<file path="config.mk">
export PLATFORM = sky130hd
export DESIGN_NAME = mult_led_sequencer_flat
export DESIGN_NICKNAME = d
export VERILOG_FILES = /design/src/rtl/mult_led_sequencer_if.sv /design/src/rtl/mult_led_sequencer.sv /design/src/flat_wrapper.sv
export SDC_FILE = /design/constraint.sdc
export NUM_CORES = 1
export LEC_CHECK = 0
export CELL_PAD_IN_SITES_DETAIL_PLACEMENT = 1
export CELL_PAD_IN_SITES_GLOBAL_PLACEMENT = 1
export CORE_ASPECT_RATIO = 0.9
export CORE_MARGIN = 4
export CORE_UTILIZATION = 25
export CTS_CLUSTER_DIAMETER = 60
export DETAILED_ROUTE_END_ITERATION = 10
export PLACE_DENSITY_LB_ADDON = 0.1
export SETUP_SLACK_MARGIN = 0.5
export SYNTH_ARGS = -nofsm -noshare
export SYNTH_HDL_FRONTEND = slang
export SYNTH_SLANG_ARGS = --single-unit
</file>
<file path="constraint.sdc">
create_clock -name clk -period 4.8 [get_ports clk]
set_clock_uncertainty 0.1 [all_clocks]
set_input_delay 0.96 -clock clk [delete_from_list [all_inputs] [get_ports clk]]
set_output_delay 0.96 -clock clk [all_outputs]
set_load 0.02 [all_outputs]
</file>
<file path="src/rtl/mult_led_sequencer_if.sv">
// Control and display bundle for the multiplying LED sequencer.
// The master drives start/stop/loop; the sequencer drives the display side.
interface mult_led_sequencer_if #(
    parameter int WIDTH = 4,
    parameter int COUNT = 4
);
    logic                     start;
    logic                     stop;
    logic                     loop;
    logic [WIDTH-1:0]         led;
    logic [$clog2(COUNT)-1:0] idx;
    logic                     busy;
    logic                     done;
    logic                     err;

    modport master (
        output start, stop, loop,
        input  led, idx, busy, done, err
    );

    modport slave (
        input  start, stop, loop,
        output led, idx, busy, done, err
    );
endinterface

</file>
<file path="src/rtl/mult_led_sequencer.sv">
// Steps an index through COUNT entries, showing idx*STEP on the LEDs
// for DIV clocks per entry; saturates to all ones with err on overflow.
module mult_led_sequencer #(
    parameter int WIDTH = 4,
    parameter int STEP  = 3,
    parameter int COUNT = 4,
    parameter int DIV   = 4
) (
    input logic            clk,
    input logic            rst,
    mult_led_sequencer_if.slave bus
);
    localparam int IW = $clog2(COUNT);

    typedef enum logic {IDLE, RUN} state_t;

    state_t           state;
    logic [15:0]      presc;
    logic [IW-1:0]    idx_q;
    logic [WIDTH-1:0] led_q;
    logic             err_q;
    logic             done_q;
    logic             busy_q;
    logic             lp_q;

    logic             tick;
    logic             last;
    logic [IW-1:0]    nidx;
    logic [31:0]      v;
    logic [WIDTH-1:0] nled;
    logic             nerr;

    assign tick = (presc == 16'(DIV - 1));
    assign last = (idx_q == IW'(COUNT - 1));
    assign nidx = idx_q + IW'(1);
    assign v    = 32'(nidx) * 32'(STEP);

    // Display value for the entry being entered on this tick
    always_comb begin
        nled = '1;
        nerr = 1'b1;
        if (v < (32'd1 << WIDTH)) begin
            nled = v[WIDTH-1:0];
            nerr = 1'b0;
        end
    end

    always_ff @(posedge clk) begin
        if (rst) begin
            state  <= IDLE;
            presc  <= '0;
            idx_q  <= '0;
            led_q  <= '0;
            err_q  <= 1'b0;
            done_q <= 1'b0;
            busy_q <= 1'b0;
            lp_q   <= 1'b0;
        end else begin
            done_q <= 1'b0;
            unique case (state)
                IDLE: begin
                    if (bus.start && !bus.stop) begin
                        state  <= RUN;
                        busy_q <= 1'b1;
                        presc  <= '0;
                        idx_q  <= '0;
                        led_q  <= '0;
                        err_q  <= 1'b0;
                        lp_q   <= bus.loop;
                    end
                end
                RUN: begin
                    if (bus.stop) begin
                        state  <= IDLE;
                        busy_q <= 1'b0;
                    end else if (tick) begin
                        presc <= '0;
                        if (!last) begin
                            idx_q <= nidx;
                            led_q <= nled;
                            err_q <= nerr;
                        end else begin
                            done_q <= 1'b1;
                            if (lp_q) begin
                                idx_q <= '0;
                                led_q <= '0;
                                err_q <= 1'b0;
                            end else begin
                                state  <= IDLE;
                                busy_q <= 1'b0;
                            end
                        end
                    end else begin
                        presc <= presc + 16'd1;
                    end
                end
                default: state <= IDLE;
            endcase
        end
    end

    assign bus.led  = led_q;
    assign bus.idx  = idx_q;
    assign bus.err  = err_q;
    assign bus.done = done_q;
    assign bus.busy = busy_q;
endmodule

</file>
<file path="src/flat_wrapper.sv">
// flat-port wrapper written by rule: the top's interface ports become plain ports
module mult_led_sequencer_flat 
#(
    parameter int WIDTH = 4,
    parameter int STEP  = 3,
    parameter int COUNT = 4,
    parameter int DIV   = 4
)
  (clk, rst, bus_start, bus_stop, bus_loop, bus_led, bus_idx, bus_busy, bus_done, bus_err);
  mult_led_sequencer_if #(.WIDTH(WIDTH), .COUNT(COUNT)) bus_i ();
  input logic clk;
  input logic rst;
  input wire logic [$bits(bus_i.start)-1:0] bus_start;
  input wire logic [$bits(bus_i.stop)-1:0] bus_stop;
  input wire logic [$bits(bus_i.loop)-1:0] bus_loop;
  output wire logic [$bits(bus_i.led)-1:0] bus_led;
  output wire logic [$bits(bus_i.idx)-1:0] bus_idx;
  output wire logic [$bits(bus_i.busy)-1:0] bus_busy;
  output wire logic [$bits(bus_i.done)-1:0] bus_done;
  output wire logic [$bits(bus_i.err)-1:0] bus_err;
  assign bus_i.start = bus_start;
  assign bus_i.stop = bus_stop;
  assign bus_i.loop = bus_loop;
  assign bus_led = bus_i.led;
  assign bus_idx = bus_i.idx;
  assign bus_busy = bus_i.busy;
  assign bus_done = bus_i.done;
  assign bus_err = bus_i.err;
  mult_led_sequencer #(.WIDTH(WIDTH), .STEP(STEP), .COUNT(COUNT), .DIV(DIV)) u_core (.clk(clk), .rst(rst), .bus(bus_i));
endmodule
</file>
### Word-level counts from Yosys, hierarchy flattened

Cells that the tools add are included.

* output and inout bits: 9
* bits of input ports: 5
* logic and storage cells: 67
* register bits after elaboration: 27

* mux-type cells: 37
* $mul: 1
* equal/unequal tests: 9
* $lt $le $gt $ge: 1
* bitwise logic cells: 2
* reductions and logical operators: 7
* add/subtract/negate cells: 2

Operator list (number)
* 16-bit 2-to-1 mux: 3
* 16-bit case mux with 2 select lines: 1
* 4-bit 2-to-1 mux: 6
* 1-bit 2-to-1 mux: 17
* 16-bit by 1-bit adder with 16-bit output, second input constant: 1
* 16-bit by 2-bit equality test with 1-bit output, second input constant: 1
* 3-bit != test, second input constant: 4
* 2-bit 2-to-1 mux: 5
* 4-bit case mux with 2 select lines: 1
* 4-bit AND reduction: 2
* 1-bit case mux with 2 select lines: 3
* 4-bit by 5-bit < comparator with 1-bit output, second input constant: 1
* 2-bit by 2-bit multiplier with 4-bit output, second input constant: 1
* 2-bit != test, second input constant: 2
* 2-bit case mux with 2 select lines: 1
* 2-bit AND reduction: 2
* 4-bit OR reduction: 1
* 2-bit by 1-bit adder with 2-bit output, second input constant: 1
* 2-bit equality test, second input constant: 1
* 2-bit by 1-bit != test with 1-bit output, second input constant: 1
* 1-bit NOT: 2
* 1-bit logical AND: 1
* 1-bit zero test: 1

### Longest topological paths before layout

* depth in word-level cells: 8
* gate-level depth with buffers: 6
* mapped depth without buffers: 5

### Worst setup path before layout

Ideal clock, no wire load.

* path type: in2reg
* start: input bus_stop
* end: register u_core.presc[13]
* library setup time: 66 ps
* data required time: 4634 ps
* arrival time: 2118 ps
* cell stages on the path: 4
* path buffers: 0
* path slack: 2516 ps
* cell sequence: o21bai_2 or3_4 or4_4 a21oi_2

* cells in the longest elaborated chain, start to end: 4
* elaborated cells between the ends (all ways): 5
* those cells by class: eq/ne: 2; reduce/logical: 3

RTL lines
* start, declared: RTL line flat_wrapper.sv:14 `input wire logic [$bits(bus_i.stop)-1:0] bus_stop;`
* 1-bit zero test: RTL line mult_led_sequencer.sv:62 `if (bus.start && !bus.stop) begin`
* 1-bit logical AND: RTL line mult_led_sequencer.sv:62
* 2-bit by 1-bit != test with 1-bit output (no line)
* 2-bit AND reduction (no line) *
* end signal, assigned: RTL line mult_led_sequencer.sv:94 `presc <= presc + 16'd1;`
* end, declared: RTL line mult_led_sequencer.sv:18 `logic [15:0] presc;`

Every way passes the cells marked *; elsewhere a longest branch is shown, timed or not.
A chain may end at the register's enable or synchronous reset.

### Worst setup path in the final report

Ends and elaborated chain as after synthesis.

==> results_dict.tcl <==
set metrics [dict create \
    ir_worst_vdd_mv 0.1012 \
    endpoint_kind "flip-flop" \
    finalNonFillerCells 218 \
    layout_common_cells "25 x dfxtp_1, 14 x nor2_1, 12 x clkdlybuf4s50_1" \
    rsz0062_at_grt "false" \
    drc 0 \
    die_w_um 82.57 \
    p_sw_share_pct 24.29 \
    pre_cts_slack_ps 1877 \
    yosysTopAreaCellShare_pct 40.00 \
    maxCapViolCount 0 \
    gp_congestion 0.7655 \
    wl_per_cell_um 14.68 \
    row_count 24 \
    dr.first_iter.drc_count 36 \
    dpl.hpwl_um 2460 \
    critPathRequiredTime_ps 4910 \
    p_clk_share_pct 35.3 \
    dpl_cell_area_um2 1424 \
    setup-tns-final_ps 0 \
    io_buffers 12 \
    grt_first_pass_wirelength_um 5278 \
    first_pass_iters 4 \
    clock_latency_ps 270 \
    worstPathMaxFanout 7 \
    drive_above_1_share_pct 5.882 \
    core_area_um2 4835 \
    ys.flop_type "dfxtp_1" \
    clockBufferDepth 2 \
    nFillCells 567 \
    hold_class "reg -> reg" \
    cts_tree "built" \
    num_antenna_cells 0 \
    post-route-min-period_ps 2626 \
    num_vias 1085 \
    cellPowerDensity_nw_per_um2 249.9 \
    cts_resized 0 \
    p_sw_uw 89.26 \
    ioPinCount 14 \
    grt_pass1_vias 1071 \
    finalCritPeriodShare_pct 54.71 \
    final_common_cell "dfxtp_1" \
    nets 163 \
    h-tree-depth 1 \
    netlist_area_um2 1251 \
    critPathLaunchType "input pin" \
    synth_seq_cells 25 \
    ant_nets 0 \
    synth_seq_area_share_pct 40.00 \
    holdBufCountCts 0 \
    p_int_uw 278.2 \
    post_cts_buffers 0 \
    seq_power_share_pct 57.9 \
    dpl.cell_count 214 \
    synth.avg_cell_area_um2 8.811 \
    status "finished, final reports clean" \
    grt_max_degree 15 \
    p_leak_nw 0.4893 \
    finalHoldViolCount 0 \
    fin_area_um2 1470 \
    fp.dieArea_um2 6202 \
    track_usage_pct 11.40 \
    areaGrowthSynthToFinish_pct 17.50 \
    setup_ws_ps 2174 \
    cts_buffers 3 \
    cts-root-buf "clkbuf_8" \
    synth-edff-count 0 \
    yosys.area.top_type "dfxtp_1" \
    ys_async_sr_fraction_pct 0 \
    grt-ovfl-total 0 \
    worstSetupPathType "in -> reg" \
    ys_warn_count 0 \
    relSlewSlack_pct 62.78 \
    combinationalPowerShare_pct 6.9 \
    drv_slew 0 \
    setup_violations 0 \
    initial_core_util_pct 25.88 \
    max_freq_mhz 380.8 \
    numClockSinks 25 \
    ys_types 45 \
    dieHeight_um 75.12 \
    arrival_ps 2740 \
    syn_nets 151 \
    netlist_top_cells_area "dfxtp_1 40%, xor2_1 4.9%, nor2_1 4.2%, ha_1 4.0%, nand2_1 3.0%" \
    worst_pin_slew_ps 557.2 \
    synthCells 142 \
    wirelength_um 3200 \
    vias_per_cell 4.977 \
    antenna_found_initial 0 \
    cts.clk_slew.worst_paths_ps 90 \
]
==> final cells by class <==
| cell class | instances | area (µm²) | area share [%] |
|---|---|---|---|
| repair buffers | 12 | 120.1 | 8.170 |
| well taps | 65 | 81.33 | 5.532 |
| clock buffers | 3 | 41.29 | 2.809 |
| clock inverters | 1 | 5.005 | 0.3404 |
| flip-flops and latches | 25 | 500.5 | 34.04 |
| multi-input cells | 106 | 699.4 | 47.57 |
| inverters | 6 | 22.52 | 1.532 |
==> through the flow <==
stage | hold WS (ps) | util, % | power [mW]
final | 393.9 | 30.41 | 0.3675
after global routing | 429.2 | 30.41 | 0.3867
after CTS | 395.1 | 30.41 | 0.3746
after detailed placement | 364.2 | 29.45 | 0.2429
after global placement | 359.8 | 29.45 | 0.2426
after floorplan | 335.3 | - | 0.2339
==> power by group through the flow <==
| stage | logic (mW) | registers [mW] | clock network [mW] |
|---|---|---|---|
| after global routing | 0.0283 | 0.213 | 0.145 |
| after CTS | 0.0256 | 0.213 | 0.136 |
| final | 0.0252 | 0.213 | 0.130 |
| after global placement | 0.0251 | 0.217 | 0 |
| after detailed placement | 0.0255 | 0.217 | 0 |
| after floorplan | 0.0166 | 0.217 | 0 |
==> flip-flops by register name (all words and copies together), names as in the netlist <==
| name | flops |
|---|---|
| u_core.presc | 16 |
| u_core.state | 1 |
| u_core.lp_q | 1 |
| u_core.bus.idx | 1 |
| u_core.bus.led | 4 |
| u_core.bus.done | 1 |
| u_core.bus.busy | 1 |
==> synth_stat cells (2+ instances only) <==
| cell type | instances |
|---|---|
| a21o_1 | 2 |
| a21oi_1 | 6 |
| a22o_1 | 3 |
| a31oi_1 | 4 |
| and4_1 | 3 |
| buf_2 | 2 |
| buf_4 | 2 |
| dfxtp_1 | 25 |
| ha_1 | 4 |
| inv_1 | 6 |
| nand2_1 | 10 |
| nand3_1 | 6 |
| nand4_1 | 5 |
| nor2_1 | 14 |
| nor3_1 | 4 |
| nor3b_1 | 2 |
| nor4_1 | 6 |
| o21ai_0 | 2 |
| or3_1 | 3 |
| xnor2_1 | 2 |
| xor2_1 | 7 |
==> per-layer routing <==
| layer | wire (µm) | global-route usage [%] | vias to the layer above | part of all wire (%) |
|---|---|---|---|---|
| met5 | 0 | 0 | - | 0 |
| met4 | 32 | 3.811 | 0 | 1.0 |
| met3 | 109 | 3.349 | 4 | 3.4 |
| met2 | 1515 | 17.44 | 18 | 47 |
| met1 | 1543 | 15.37 | 522 | 48 |
| li1 | - | - | 541 | - |
==> worst max-delay path, cell delays in order <==
cell	delay [ps]
clkdlybuf4s50_1	490
o21bai_2	290
or3_4	440
or4_4	430
a21oi_2	140
==> final timing paths <==
path / from / endpoint / slack, ps / cells after the start
worst max register to register: u_core.presc[0] / u_core.bus.led[2] / 2590 / 5
worst min register to register: u_core.presc[15] / u_core.presc[15] / 390 / 1
worst min-delay path: u_core.presc[15] / u_core.presc[15] / 390 / 1
worst max-delay path: bus_stop / u_core.presc[13] / 2170 / 5
==> cell families after synthesis <==
kind of cell               count (synthesis)  synth area share [%]
muxes                                      1                0.8000
AOI/OAI and AO/OA                         27                 15.70
adders and majority gates                  4                 4.000
and+or+nand+nor                           64                 28.80
xor gates and xnor gates                   9                 6.300
buffers and inverters                     11                 4.099
DFF                                       25                 40.00
other                                      1                0.2997
Note: power is estimated with default switching activity, not from simulation.
